## config.mk

```make
export PLATFORM = sky130hd
export DESIGN_NAME = minimac3_rxcheck_flat
export DESIGN_NICKNAME = d
export VERILOG_FILES = /design/src/rtl/minimac3_rxcheck_if.sv /design/src/rtl/minimac3_rxcheck.sv /design/src/flat_wrapper.sv
export SDC_FILE = /design/constraint.sdc
export NUM_CORES = 1
export LEC_CHECK = 0
export CORE_MARGIN = 2
export CORE_UTILIZATION = 45
export CTS_CLUSTER_DIAMETER = 50
export DETAILED_ROUTE_END_ITERATION = 7
export GPL_TIMING_DRIVEN = 0
export PLACE_DENSITY = 0.71
export SYNTH_ARGS = -nofsm -noshare
export SYNTH_HDL_FRONTEND = slang
export SYNTH_SLANG_ARGS = --single-unit
```

## constraint.sdc

```tcl
create_clock -name phy_rx_clk -period 2.5 [get_ports phy_rx_clk]
set_input_delay 0.375 -clock phy_rx_clk [delete_from_list [all_inputs] [get_ports phy_rx_clk]]
set_output_delay 0.375 -clock phy_rx_clk [all_outputs]
set_load 0.02 [all_outputs]
```

## src/rtl/minimac3_rxcheck_if.sv

```systemverilog
// minimac3_rxcheck_if
//   Groups the receive-buffer snoop signals and the per-slot status outputs
//   of minimac3_rxcheck.
//   master : receive path / test driver (drives writes, done and ack strobes)
//   slave  : the checker (samples writes, drives per-slot status)
interface minimac3_rxcheck_if;
  logic [7:0]  rxb_dat;
  logic        rxb0_we;
  logic        rxb1_we;
  logic [10:0] rxb0_adr;
  logic [10:0] rxb1_adr;
  logic [1:0]  rx_done;
  logic [1:0]  status_ack;
  logic [1:0]  status_valid;
  logic [1:0]  crc_ok;
  logic [1:0]  sfd_ok;
  logic [1:0]  dribble;
  logic [1:0]  overrun;
  logic [10:0] payload_off_0;
  logic [10:0] payload_off_1;
  logic [10:0] payload_len_0;
  logic [10:0] payload_len_1;

  modport master (
    output rxb_dat, rxb0_we, rxb1_we, rxb0_adr, rxb1_adr, rx_done, status_ack,
    input  status_valid, crc_ok, sfd_ok, dribble, overrun,
           payload_off_0, payload_off_1, payload_len_0, payload_len_1
  );

  modport slave (
    input  rxb_dat, rxb0_we, rxb1_we, rxb0_adr, rxb1_adr, rx_done, status_ack,
    output status_valid, crc_ok, sfd_ok, dribble, overrun,
           payload_off_0, payload_off_1, payload_len_0, payload_len_1
  );
endinterface

```

## src/rtl/minimac3_rxcheck.sv

```systemverilog
// minimac3_rxcheck
//   Receive-side frame checker. Snoops byte writes into the two receive slot
//   buffers, finds preamble/SFD, runs CRC-32 over the bytes after the SFD and
//   latches a per-slot status word on each rx_done strobe.
// Ports
//   phy_rx_clk : receive clock, rising edge
//   sys_rst_n  : asynchronous active-low reset
//   bus        : minimac3_rxcheck_if.slave (write snoop in, status out)
module minimac3_rxcheck (
  input logic               phy_rx_clk,
  input logic               sys_rst_n,
  minimac3_rxcheck_if.slave bus
);

  localparam logic [31:0] CRC_INIT    = 32'hFFFF_FFFF;
  localparam logic [31:0] CRC_POLY    = 32'hEDB8_8320;
  localparam logic [31:0] CRC_RESIDUE = 32'hDEBB_20E3;
  localparam logic [10:0] LEN_MAX     = 11'd2047;
  localparam logic [7:0]  BYTE_PRE    = 8'h55;
  localparam logic [7:0]  BYTE_SFD    = 8'hD5;

  typedef enum logic [1:0] {S_HUNT, S_PREAMBLE, S_DATA, S_BAD} state_t;

  // One full byte of reflected CRC-32, LSB first, in a single cycle.
  function automatic logic [31:0] crc_byte(input logic [31:0] c, input logic [7:0] d);
    logic [31:0] r;
    r = c;
    for (int b = 0; b < 8; b++)
      r = (r >> 1) ^ ((r[0] ^ d[b]) ? CRC_POLY : 32'h0);
    return r;
  endfunction

  function automatic logic [10:0] len_sat_inc(input logic [10:0] l);
    return (l == LEN_MAX) ? l : l + 11'd1;
  endfunction

  state_t      r_state;
  state_t      w_state_nx;
  logic [31:0] r_crc;
  logic [10:0] r_len;
  logic [10:0] r_off;

  logic        w_we;
  logic [10:0] w_adr;
  logic        w_done;
  logic [1:0]  w_lat;
  logic        w_in_data;
  logic        w_sfd_hit;
  logic [31:0] w_crc_nx;
  logic [10:0] w_len_nx;
  logic        w_crc_ok;

  logic [1:0]       r_valid;
  logic [1:0]       r_crc_ok;
  logic [1:0]       r_sfd_ok;
  logic [1:0]       r_dribble;
  logic [1:0]       r_overrun;
  logic [1:0][10:0] r_poff;
  logic [1:0][10:0] r_plen;

  assign w_we   = bus.rxb0_we | bus.rxb1_we;
  assign w_adr  = bus.rxb0_we ? bus.rxb0_adr : bus.rxb1_adr;
  assign w_done = |bus.rx_done;
  // Slot 0 wins if both done bits are ever seen together.
  assign w_lat  = {bus.rx_done[1] & ~bus.rx_done[0], bus.rx_done[0]};

  // State register
  always_ff @(posedge phy_rx_clk or negedge sys_rst_n) begin
    if (!sys_rst_n) r_state <= S_HUNT;
    else            r_state <= w_state_nx;
  end

  // Next-state logic
  always_comb begin
    w_state_nx = r_state;
    if (w_done) begin
      w_state_nx = S_HUNT;
    end else if (w_we) begin
      case (r_state)
        S_HUNT:     w_state_nx = (bus.rxb_dat == BYTE_PRE) ? S_PREAMBLE : S_BAD;
        S_PREAMBLE: begin
          if (bus.rxb_dat == BYTE_SFD)      w_state_nx = S_DATA;
          else if (bus.rxb_dat != BYTE_PRE) w_state_nx = S_BAD;
        end
        default:    w_state_nx = r_state;
      endcase
    end
  end

  // State decode
  always_comb begin
    w_in_data = 1'b0;
    w_sfd_hit = 1'b0;
    case (r_state)
      S_DATA:     w_in_data = 1'b1;
      S_PREAMBLE: w_sfd_hit = w_we && (bus.rxb_dat == BYTE_SFD);
      default:    ;
    endcase
  end

  // Next CRC/length include a write that lands in the same cycle as rx_done.
  assign w_crc_nx = (w_in_data && w_we) ? crc_byte(r_crc, bus.rxb_dat) : r_crc;
  assign w_len_nx = (w_in_data && w_we) ? len_sat_inc(r_len) : r_len;
  assign w_crc_ok = w_in_data && (w_len_nx >= 11'd4) && (w_crc_nx == CRC_RESIDUE);

  // Core accumulators
  always_ff @(posedge phy_rx_clk or negedge sys_rst_n) begin
    if (!sys_rst_n) begin
      r_crc <= CRC_INIT;
      r_len <= '0;
      r_off <= '0;
    end else if (w_done) begin
      r_crc <= CRC_INIT;
      r_len <= '0;
    end else if (w_sfd_hit) begin
      r_off <= w_adr + 11'd1;
      r_crc <= CRC_INIT;
      r_len <= '0;
    end else begin
      r_crc <= w_crc_nx;
      r_len <= w_len_nx;
    end
  end

  // Per-slot status; a done in the same cycle as ack keeps the slot valid.
  always_ff @(posedge phy_rx_clk or negedge sys_rst_n) begin
    if (!sys_rst_n) begin
      r_valid   <= '0;
      r_crc_ok  <= '0;
      r_sfd_ok  <= '0;
      r_dribble <= '0;
      r_overrun <= '0;
      r_poff    <= '0;
      r_plen    <= '0;
    end else begin
      for (int i = 0; i < 2; i++) begin
        if (w_lat[i]) begin
          r_valid[i]   <= 1'b1;
          r_overrun[i] <= r_valid[i] & ~bus.status_ack[i];
          r_sfd_ok[i]  <= w_in_data;
          r_crc_ok[i]  <= w_crc_ok;
          r_dribble[i] <= ~w_we;
          r_poff[i]    <= w_in_data ? r_off : 11'd0;
          r_plen[i]    <= w_in_data ? w_len_nx : 11'd0;
        end else if (bus.status_ack[i]) begin
          r_valid[i]   <= 1'b0;
          r_overrun[i] <= 1'b0;
        end
      end
    end
  end

  assign bus.status_valid  = r_valid;
  assign bus.crc_ok        = r_crc_ok;
  assign bus.sfd_ok        = r_sfd_ok;
  assign bus.dribble       = r_dribble;
  assign bus.overrun       = r_overrun;
  assign bus.payload_off_0 = r_poff[0];
  assign bus.payload_off_1 = r_poff[1];
  assign bus.payload_len_0 = r_plen[0];
  assign bus.payload_len_1 = r_plen[1];

endmodule

```

## src/flat_wrapper.sv

```systemverilog
// flat-port wrapper written by rule: the top's interface ports become plain ports
module minimac3_rxcheck_flat 
  (phy_rx_clk, sys_rst_n, bus_rxb_dat, bus_rxb0_we, bus_rxb1_we, bus_rxb0_adr, bus_rxb1_adr, bus_rx_done, bus_status_ack, bus_status_valid, bus_crc_ok, bus_sfd_ok, bus_dribble, bus_overrun, bus_payload_off_0, bus_payload_off_1, bus_payload_len_0, bus_payload_len_1);
  minimac3_rxcheck_if bus_i ();
  input logic phy_rx_clk;
  input logic sys_rst_n;
  input wire logic [$bits(bus_i.rxb_dat)-1:0] bus_rxb_dat;
  input wire logic [$bits(bus_i.rxb0_we)-1:0] bus_rxb0_we;
  input wire logic [$bits(bus_i.rxb1_we)-1:0] bus_rxb1_we;
  input wire logic [$bits(bus_i.rxb0_adr)-1:0] bus_rxb0_adr;
  input wire logic [$bits(bus_i.rxb1_adr)-1:0] bus_rxb1_adr;
  input wire logic [$bits(bus_i.rx_done)-1:0] bus_rx_done;
  input wire logic [$bits(bus_i.status_ack)-1:0] bus_status_ack;
  output wire logic [$bits(bus_i.status_valid)-1:0] bus_status_valid;
  output wire logic [$bits(bus_i.crc_ok)-1:0] bus_crc_ok;
  output wire logic [$bits(bus_i.sfd_ok)-1:0] bus_sfd_ok;
  output wire logic [$bits(bus_i.dribble)-1:0] bus_dribble;
  output wire logic [$bits(bus_i.overrun)-1:0] bus_overrun;
  output wire logic [$bits(bus_i.payload_off_0)-1:0] bus_payload_off_0;
  output wire logic [$bits(bus_i.payload_off_1)-1:0] bus_payload_off_1;
  output wire logic [$bits(bus_i.payload_len_0)-1:0] bus_payload_len_0;
  output wire logic [$bits(bus_i.payload_len_1)-1:0] bus_payload_len_1;
  assign bus_i.rxb_dat = bus_rxb_dat;
  assign bus_i.rxb0_we = bus_rxb0_we;
  assign bus_i.rxb1_we = bus_rxb1_we;
  assign bus_i.rxb0_adr = bus_rxb0_adr;
  assign bus_i.rxb1_adr = bus_rxb1_adr;
  assign bus_i.rx_done = bus_rx_done;
  assign bus_i.status_ack = bus_status_ack;
  assign bus_status_valid = bus_i.status_valid;
  assign bus_crc_ok = bus_i.crc_ok;
  assign bus_sfd_ok = bus_i.sfd_ok;
  assign bus_dribble = bus_i.dribble;
  assign bus_overrun = bus_i.overrun;
  assign bus_payload_off_0 = bus_i.payload_off_0;
  assign bus_payload_off_1 = bus_i.payload_off_1;
  assign bus_payload_len_0 = bus_i.payload_len_0;
  assign bus_payload_len_1 = bus_i.payload_len_1;
  minimac3_rxcheck u_core (.phy_rx_clk(phy_rx_clk), .sys_rst_n(sys_rst_n), .bus(bus_i));
endmodule
```

==> metrics, run 1 <==
run status=finished with violations; failing checks=setup timing; Worst path max stage delay=0.59 ns; Final period util=109%; first-iteration detailed-routing DRC count=358; largest net degree at the start of global routing=64; Via density=5.52; Pins Over Slew Limit=0; Max stage delay cell, worst path=dfstp_2; Final Skew=0.0135 ns; top-count cell post-synth=nand2_1; yosys warns=0; Final WS setup=-0.221 ns; synthesized flop and latch total=110; Final Total Pwr=4.39 mW; HP Class=in2async; initial antenna violation count=0; Fin Hold WS=0.151 ns; DIE WIDTH=120 um; RSZ-0062 raised after global routing=true; crit path DAT=3.01 ns; CP required=2.79 ns; NumNets Final=772; post-route ant nets=0; crit path time final=2.72 ns; pwr/cell area=540 mW/mm^2; EDFF count, synth=0; vias in the first global route=5,137; Synth Flop Type=dfrtp_1; routed len/inst=18.3 um; r2r startpoint=u_core.r_crc[2]$_DFF_PN1_; total core area=0.0132 mm^2; worst slew pin tran=0.870 ns; root buf cell=clkbuf_16; worst-case clock buffer depth=2; overall routing resource usage=23.9%; ranking of synthesized cells by area=dfrtp_1, dfstp_2, xnor2_1, nand2_1, o21ai_0; Yosys top cell by area=dfrtp_1; setup TNS=-0.431 ns; Congestion Overflow GR=0; drt pass-1 iters=5; crit path capture type=register; Placed Cells=872; worst-path fanout max=5; HPWL Detailed=11,600 um; layout cells sized above 1=22.3%; Boundary Pins=92; Worst Reg-to-Reg Cells=9; # setup viols final=2; Max-Cap Viols=0; final wirelength=16,700 um; syn nets=644; Critical Path, Cell by Cell=xnor2_4, buf_4, or3b_1, a211oi_1, nand3b_1, a22o_2, nor4_1, nand4_1, mux2i_1; Post-Layout Inst Area=0.00813 mm^2; CTS tree=yes; Layout area overhead=33.1%; CP startpoint=u_core.r_crc[2]$_DFF_PN1_; R2R setup slack=-0.22 ns; Residual DRC=0; Hold Vio Cnt, Final=0; H-tree level count=3; Synth top area share=32.0%; CP Buf/Inv Count=1; effective utilization at floorplan=46.1%; CTS clk-pin slew, worst paths=0.08 ns; critical path's top delay family=simple AND/OR/NAND/NOR gates; Netlist cell types=64; Async SR Flop Fraction=100%; DIE AREA=0.0145 mm^2; cts hold-fix bufs=0; row cnt=42; CTS Buf Count=9; Syn Area/Cell=10.1 um^2; Slew HR=42.0%; CTS Sinks=110; startpoint types=register; sequential fraction of the synthesis area=45.7%; final non-filler cell total=913; Leak=3.34 nW; synthesized area=0.00610 mm^2; clk_lat worst skew=0.36 ns; filler instances=1,106; die height=120 um; fmax=367 MHz; R2R Path End=u_core.bus.crc_ok[0]$_DFFE_PN0P_; IO Port Bufs=91; WS Path Type=reg2reg; area post-placement=0.00726 mm^2; VDD IR max=0.000336 V; placer's final routability congestion estimate=0.914; commonest cells in the netlist=nand2_1, dfrtp_1, o21ai_0; first-pass GRT wire length=27,000 um; Syn Inst Count=604; Antenna diodes=0; DR vias=5,043
-- what timing repair did --
| action | CTS | global route |
|---|---|---|
| pin swaps | 13 | 5 |
| setup endpoints to repair | 62 | 13 |
| setup buffers | 24 | 2 |
| resized for setup | 50 | 18 |
-- cells in the final DEF (no fill, tap or decap), types with 9 or more instances in the layout --
| cell type | count |
|---|---|
| xnor2_4 | 14 |
| o21ai_0 | 47 |
| buf_4 | 21 |
| dfrtp_1 | 78 |
| mux2i_1 | 17 |
| inv_1 | 18 |
| nor2_1 | 33 |
| nand2_1 | 96 |
| xnor2_1 | 37 |
| a21oi_1 | 10 |
| o211ai_1 | 17 |
| clkdlybuf4s50_1 | 85 |
| clkbuf_1 | 14 |
| clkbuf_16 | 9 |
| dfstp_2 | 32 |
| xor2_1 | 18 |
| nand3_1 | 22 |
| mux2_2 | 18 |
| o31ai_1 | 12 |
-- worst register-to-register path, stage by stage (launching register included) --
cell      delay (ns)
dfstp_2         0.59
xnor2_4         0.12
buf_4           0.18
or3b_1          0.36
a211oi_1        0.25
nand3b_1        0.17
a22o_2          0.24
nor4_1          0.29
nand4_1         0.25
mux2i_1         0.19
-- worst max-delay path by stage --
stage                                                    endpoint  cells past startpoint
after floorplan                  u_core.bus.crc_ok[0]$_DFFE_PN0P_                      8
after global placement    u_core.bus.payload_len_0[0]$_DFFE_PN0P_                      1
after detailed placement               u_core.r_crc[14]$_DFF_PN1_                      9
after CTS                        u_core.bus.crc_ok[0]$_DFFE_PN0P_                      8
after global routing             u_core.bus.crc_ok[1]$_DFFE_PN0P_                     10
final                            u_core.bus.crc_ok[0]$_DFFE_PN0P_                      9
-- stage by stage --
stage / setup slack, ns / util, %
6_report: -0.221 / 61.4
5_1_grt: -0.352 / 61.4
4_1_cts: -0.144 / 60.6
3_5_place_dp: -1.25 / 54.8
3_3_place_gp: -3.10 / 54.6
2_1_floorplan: 0.0148 / -
-- sequential cells by signal (all words and copies together), names as in the netlist, 11 cells and up --
signal	cells
u_core.r_crc	32
u_core.bus.payload_len_0	11
u_core.bus.payload_len_1	11
u_core.bus.payload_off_0	11
u_core.bus.payload_off_1	11
u_core.r_len	11
u_core.r_off	11
-- where the power goes --
| part | total (mW) | leakage [nW] | internal, mW | switching (mW) |
|---|---|---|---|---|
| Sequential | 1.85 | 1.42 | 1.82 | 0.0291 |
| Combinational | 0.979 | 1.76 | 0.464 | 0.515 |
| Clock | 1.56 | 0.159 | 0.834 | 0.723 |
-- metal layers --
metal / vias to the layer above / wire (um) / share of wire [%] / GRT usage (%)
met4: 0 / 291 / 1.7 / 8.36
met3: 24 / 1000 / 6.0 / 4.06
met1: 2529 / 7250 / 43 / 31.9
met2: 146 / 8180 / 49 / 39.2
met5: - / 0 / 0 / 0
li1: 2344 / - / - / -
-- layout make-up --
type | instances | area (um^2) | area share, %
buffer | 31 | 165 | 2.03
clock buffer | 10 | 239 | 2.94
clock inverter | 6 | 81.3 | 1.00
inverter | 18 | 67.6 | 0.832
multi-input combinational | 444 | 3380 | 41.6
sequential | 110 | 2790 | 34.4
tap | 176 | 220 | 2.71
timing repair buffer | 118 | 1180 | 14.5
-- cells by family (layout without fill, tap and decap cells) --
logic type / Yosys count / count (layout) / synth area share [%]
flip-flops: 110 / 110 / 45.7
AND/OR/NAND/NOR: 212 / 212 / 16.5
adder cells (fa/ha/maj): 2 / 2 / 0.410
AO/OA/AOI/OAI: 110 / 110 / 11.6
XOR/XNOR: 83 / 83 / 15.6
buffers and inverters: 50 / 183 / 3.48
multiplexers: 37 / 37 / 6.64
No activity file was read; power rests on OpenSTA's default activity.
==> inputs of run 2 (changes only) <==
--- a/config.mk
+++ b/config.mk
@@ -5,7 +5,7 @@
 export SDC_FILE = /design/constraint.sdc
 export NUM_CORES = 1
 export LEC_CHECK = 0
-export CORE_MARGIN = 2
+export CORE_MARGIN = 4
 export CORE_UTILIZATION = 45
 export CTS_CLUSTER_DIAMETER = 50
 export DETAILED_ROUTE_END_ITERATION = 7
==> metrics, run 2 (synthesis gave the netlist of run 1 again) <==
routed wl met2=8290 um (+1.3%); largest reg by FF count=u_core.r_crc; WS Path Type=in2reg; CP required=2.79 ns (about the same); DR vias=5,082 (+0.77%); Switching Power=1.29 mW (+1.6%); Comb power frac=22.0% (-0.3 points); die height=124 um (+3.3%); HP Class=in2async; first-pass GRT wire length=28,000 um (+3.9%); sequential power share=42.3% (about the same); Int Power=3.10 mW (-0.76%); total core area=0.0132 mm^2 (unchanged); crit path capture type=register; Max-Cap Viols=0 (unchanged); setup TNS=-0.284 ns (+0.148 ns); Antenna diodes=0 (unchanged); Pins Over Slew Limit=0 (unchanged); worst-case clock buffer depth=2 (unchanged); HPWL Detailed=11,800 um (+1.7%); IO Port Bufs=91 (unchanged); RSZ-0062 raised after global routing=true; Leak=3.36 nW (+0.67%); most frequent cells in the layout=nand2_1, clkdlybuf4s50_1, dfrtp_1; DIE AREA=0.0155 mm^2 (+6.8%); CTS clk-pin slew, worst paths=0.08 ns (about the same); post-route ant nets=0 (unchanged); Sw Share=29.4% (+0.48 points); met3 wire len=1330 um (+32%); NumNets Final=779 (+0.91%); startpoint types=input pin; drt pass-1 iters=5 (unchanged); clk_lat worst skew=0.37 ns (about the same); CTS Sinks=110 (unchanged); Post-Layout Inst Area=0.00814 mm^2 (+0.20%); Congestion Overflow GR=0 (unchanged); Boundary Pins=92 (unchanged); highest metal used=met4; WL met1=7100 um (-2.1%); Final WS setup=-0.152 ns (+0.0689 ns); # setup viols final=2 (unchanged); Hold Vio Cnt, Final=0 (unchanged); Via density=5.52 (about the same); fmax=377 MHz (+2.6%); H-tree level count=3 (unchanged); initial antenna violation count=0 (unchanged); most common cell after layout, fill and taps aside=nand2_1; crit path DAT=2.94 ns (-0.07 ns); CTS tree=yes; Layout area overhead=33.4%; final wirelength=17,100 um (+2.0%); worst slew pin tran=0.902 ns (+0.0314 ns); layout cells sized above 1=23.0% (+0.73 points); placer's final routability congestion estimate=0.899 (-1.6%); failing checks=setup timing; Clk pwr share=35.8% (+0.3 points); VDD IR max=0.000369 V (+9.6%); row cnt=42 (unchanged); Slew HR=39.6% (-2.4 points); crit path time final=2.65 ns (-0.0689 ns); DIE WIDTH=124 um (+3.3%); area post-placement=0.00726 mm^2 (unchanged); root buf cell=clkbuf_16; CTS Buf Count=9 (unchanged); vias in the first global route=5,235 (+1.9%); pwr/cell area=538 mW/mm^2 (-0.29%); Final Skew=0.0120 ns (-0.00152 ns); final non-filler cell total=920 (+0.77%); first-iteration detailed-routing DRC count=301 (-16%); routed len/inst=18.5 um (+1.2%); overall routing resource usage=22.5% (-1.4 points); Placed Cells=872 (unchanged); largest net degree at the start of global routing=57 (-11%); max reg flops=32 (unchanged); Final period util=106% (-2.8 points); filler instances=1,093 (-1.2%); Residual DRC=0 (unchanged); utilization after layout=61.5% (+0.12 points); Fin Hold WS=0.0728 ns (-0.0783 ns); run status=finished with violations; effective utilization at floorplan=46.1% (unchanged); worst-path fanout max=4 (-1)
==> run 2: cell type report <==
type	count	area (um^2)	share of cell area [%]
timing repair buffer	126	1230	15.2
buffer	30	166	2.04
sequential	110	2790	34.3
clock inverter	7	97.6	1.20
clock buffer	9	225	2.77
tap	176	220	2.70
multi-input combinational	444	3340	41.0
inverter	18	67.6	0.830
==> run 2: power by group through the flow <==
stage	combinational [mW]	clock [mW]	sequential, mW
floorplan	0.514	0	1.89
finish	0.963	1.57	1.85
CTS	0.938	1.58	1.85
detailed placement	0.788	0	1.88
global route	1.03	1.66	1.86
global placement	0.777	0	1.88
==> run 2: final timing paths <==
check / from / slack (ns) / endpoint / depth (start not counted)
worst max-delay path: bus_rxb_dat[1] / -0.15 / u_core.bus.crc_ok[0]$_DFFE_PN0P_ / 11
worst min-delay path: sys_rst_n / 0.07 / u_core.bus.payload_len_0[0]$_DFFE_PN0P_ / 1
worst max register to register: u_core.r_crc[1]$_DFF_PN1_ / -0.15 / u_core.bus.crc_ok[0]$_DFFE_PN0P_ / 10
worst min register to register: u_core.bus.payload_len_1[5]$_DFFE_PN0P_ / 0.48 / u_core.bus.payload_len_1[5]$_DFFE_PN0P_ / 2
max in group asynchronous: sys_rst_n / 1.71 / u_core.r_off[3]$_DFFE_PN0P_ / 2
min in group phy_rx_clk: u_core.bus.payload_len_1[5]$_DFFE_PN0P_ / 0.48 / u_core.bus.payload_len_1[5]$_DFFE_PN0P_ / 2
==> run 2: per-stage QoR <==
stage	setup WS, ns	total power, mW
finish	-0.152	4.38
global route	-0.259	4.54
global placement	-3.03	2.66
CTS	-0.132	4.37
floorplan	0.0148	2.40
detailed placement	-1.17	2.67
==> run 2: critical path: stages <==
cell             delay, ns
clkdlybuf4s50_1       0.50
xnor2_4               0.20
buf_4                 0.17
buf_4                 0.15
xnor2_4               0.24
xnor2_2               0.16
nand3b_1              0.19
o31a_2                0.33
a311oi_2              0.23
nand4_1               0.20
mux2i_1               0.19
==> run 2: layer usage <==
layer | vias to the layer above | global-route usage [%]
li1 | 2360 | -
met1 | 2490 | 28.6
met2 | 205 | 36.9
met3 | 27 | 7.80
met4 | 0 | 5.74
met5 | - | 0
==> run 2: what timing repair did <==
action | 4_1_cts | 5_1_grt
gates resized for setup | 48 | 15
hold buffers | 0 | 0
pin swaps | 19 | 8
setup endpoints to repair | 61 | 23
setup buffers | 33 | 1
hold endpoints to repair | 0 | 0
==> inputs of run 3 (changes only) <==
--- a/config.mk
+++ b/config.mk
@@ -11,6 +11,7 @@
 export DETAILED_ROUTE_END_ITERATION = 7
 export GPL_TIMING_DRIVEN = 0
 export PLACE_DENSITY = 0.71
+export SKIP_CTS_REPAIR_TIMING = 1
 export SYNTH_ARGS = -nofsm -noshare
 export SYNTH_HDL_FRONTEND = slang
 export SYNTH_SLANG_ARGS = --single-unit
==> metrics, run 3 (synthesis gave the netlist of run 1 again) <==
HP Class=in2async; root buf cell=clkbuf_16; total core area=0.0132 mm^2 (unchanged); CP startpoint=u_core.r_crc[2]$_DFF_PN1_; Final Total Pwr=4.36 mW (-0.40%); worst slew pin tran=0.714 ns (-0.188 ns); run status=finished with violations; CTS clk-pin slew, worst paths=0.08 ns (about the same); utilization after layout=61.1% (-0.40 points); IO Port Bufs=91 (unchanged); Congestion Overflow GR=0 (unchanged); overall routing resource usage=21.1% (-1.4 points); DR vias=5,093 (+0.22%); most common cell after layout, fill and taps aside=nand2_1; Residual DRC=0 (unchanged); Critical Path, Cell by Cell=xnor2_4, buf_4, xnor2_1, xnor2_1, nand3b_1, o31a_2, a311oi_2, nand4_1, mux2i_1; Slew HR=52.4% (+13 points); # setup viols final=2 (unchanged); layout cells sized above 1=22.3% (-0.67 points); final wirelength=16,800 um (-1.3%); crit path DAT=3.03 ns (+0.09 ns); pwr/cell area=540 mW/mm^2 (+0.25%); CTS Sinks=110 (unchanged); first-iteration detailed-routing DRC count=382 (+27%); setup TNS=-0.464 ns (-0.180 ns); Fin Hold WS=0.0731 ns (+0.000218 ns); CP required=2.79 ns (about the same); crit path capture type=register; placer's final routability congestion estimate=0.899 (unchanged); Worst path max stage delay=0.60 ns (+0.10 ns); largest reg by FF count=u_core.r_crc; largest net degree at the start of global routing=57 (unchanged); Leak=3.33 nW (-0.87%); CTS Buf Count=9 (unchanged); VDD IR max=0.000369 V (about the same); failing checks=setup timing; RSZ-0062 raised after global routing=true; row cnt=42 (unchanged); first-pass GRT wire length=26,300 um (-6.0%); vias in the first global route=4,958 (-5.3%); HPWL Detailed=11,800 um (unchanged); Via density=5.54 (+0.22%); Final WS setup=-0.238 ns (-0.0860 ns); NumNets Final=779 (unchanged); WS Path Type=reg2reg; crit path time final=2.74 ns (+0.0860 ns); initial antenna violation count=0 (unchanged); startpoint types=register; Boundary Pins=92 (unchanged); clk_lat worst skew=0.37 ns (about the same); CTS tree=yes; Final Skew=0.0113 ns (-0.000641 ns); Pins Over Slew Limit=0 (unchanged); worst-path fanout max=7 (+3); Max stage delay cell, worst path=dfstp_2; die height=124 um (unchanged); Final period util=110% (+3.4 points); Layout area overhead=32.5%; effective utilization at floorplan=46.1% (unchanged); DIE WIDTH=124 um (unchanged); H-tree level count=3 (unchanged); drt pass-1 iters=5 (unchanged); most frequent cells in the layout=nand2_1, clkdlybuf4s50_1, dfrtp_1; post-route ant nets=0 (unchanged); DIE AREA=0.0155 mm^2 (unchanged); fmax=365 MHz (-3.1%); Max-Cap Viols=0 (unchanged); max reg flops=32 (unchanged); r2r startpoint=u_core.r_crc[2]$_DFF_PN1_; routed len/inst=18.3 um (-1.3%); Antenna diodes=0 (unchanged); most numerous cell on the critical path=xnor2_1; Hold Vio Cnt, Final=0 (unchanged); worst-case clock buffer depth=2 (unchanged)
-- run 3: path summary, 6_finish.rpt --
path	end	slack, ns	cells past startpoint
worst max-delay path	u_core.bus.crc_ok[0]$_DFFE_PN0P_	-0.24	9
worst min register to register	u_core.bus.payload_len_1[5]$_DFFE_PN0P_	0.48	2
min in group phy_rx_clk	u_core.bus.payload_len_1[5]$_DFFE_PN0P_	0.48	2
worst min-delay path	u_core.r_len[9]$_DFF_PN0_	0.07	1
worst max register to register	u_core.bus.crc_ok[0]$_DFFE_PN0P_	-0.24	9
max in group asynchronous	u_core.r_off[3]$_DFFE_PN0P_	1.72	2
-- run 3: power breakdown --
group | switching, mW | internal [mW] | total [mW] | leakage [nW]
combinational | 0.494 | 0.451 | 0.944 | 1.76
sequential | 0.0308 | 1.82 | 1.85 | 1.42
clock | 0.755 | 0.814 | 1.57 | 0.159
-- run 3: metal layers --
metal,global-route usage [%],share of wire [%],vias up
li1,-,-,2364
met5,0,0,-
met3,6.52,6.2,31
met1,27.7,43,2508
met4,5.80,2.3,0
met2,33.8,48,190
-- run 3: final cells by class --
| cell class | count | area, um^2 |
|---|---|---|
| fill | 1104 | 5150 |
| multi-input combinational | 444 | 3310 |
| tap | 176 | 220 |
| clock inverter | 7 | 97.6 |
| clock buffer | 9 | 225 |
| inverter | 18 | 67.6 |
| buffer | 31 | 164 |
| sequential | 110 | 2790 |
| timing repair buffer | 125 | 1210 |
-- run 3: critical path: cells and delay by family (launching register included) --
family | cells | cell delay, ns
AND/OR/NAND/NOR | 2 | 0.40
multiplexers | 1 | 0.19
AO/OA/AOI/OAI | 2 | 0.56
flip-flops | 1 | 0.60
buffers and inverters | 1 | 0.17
XOR/XNOR | 3 | 0.72
-- run 3: through the flow --
stage	worst slack, ns	area, um^2	std cells
floorplan	0.0148	6100	604
finish	-0.238	8090	920
CTS	-0.793	7580	888
global route	-0.287	8090	920
detailed placement	-1.17	7260	872
global placement	-3.03	7240	871
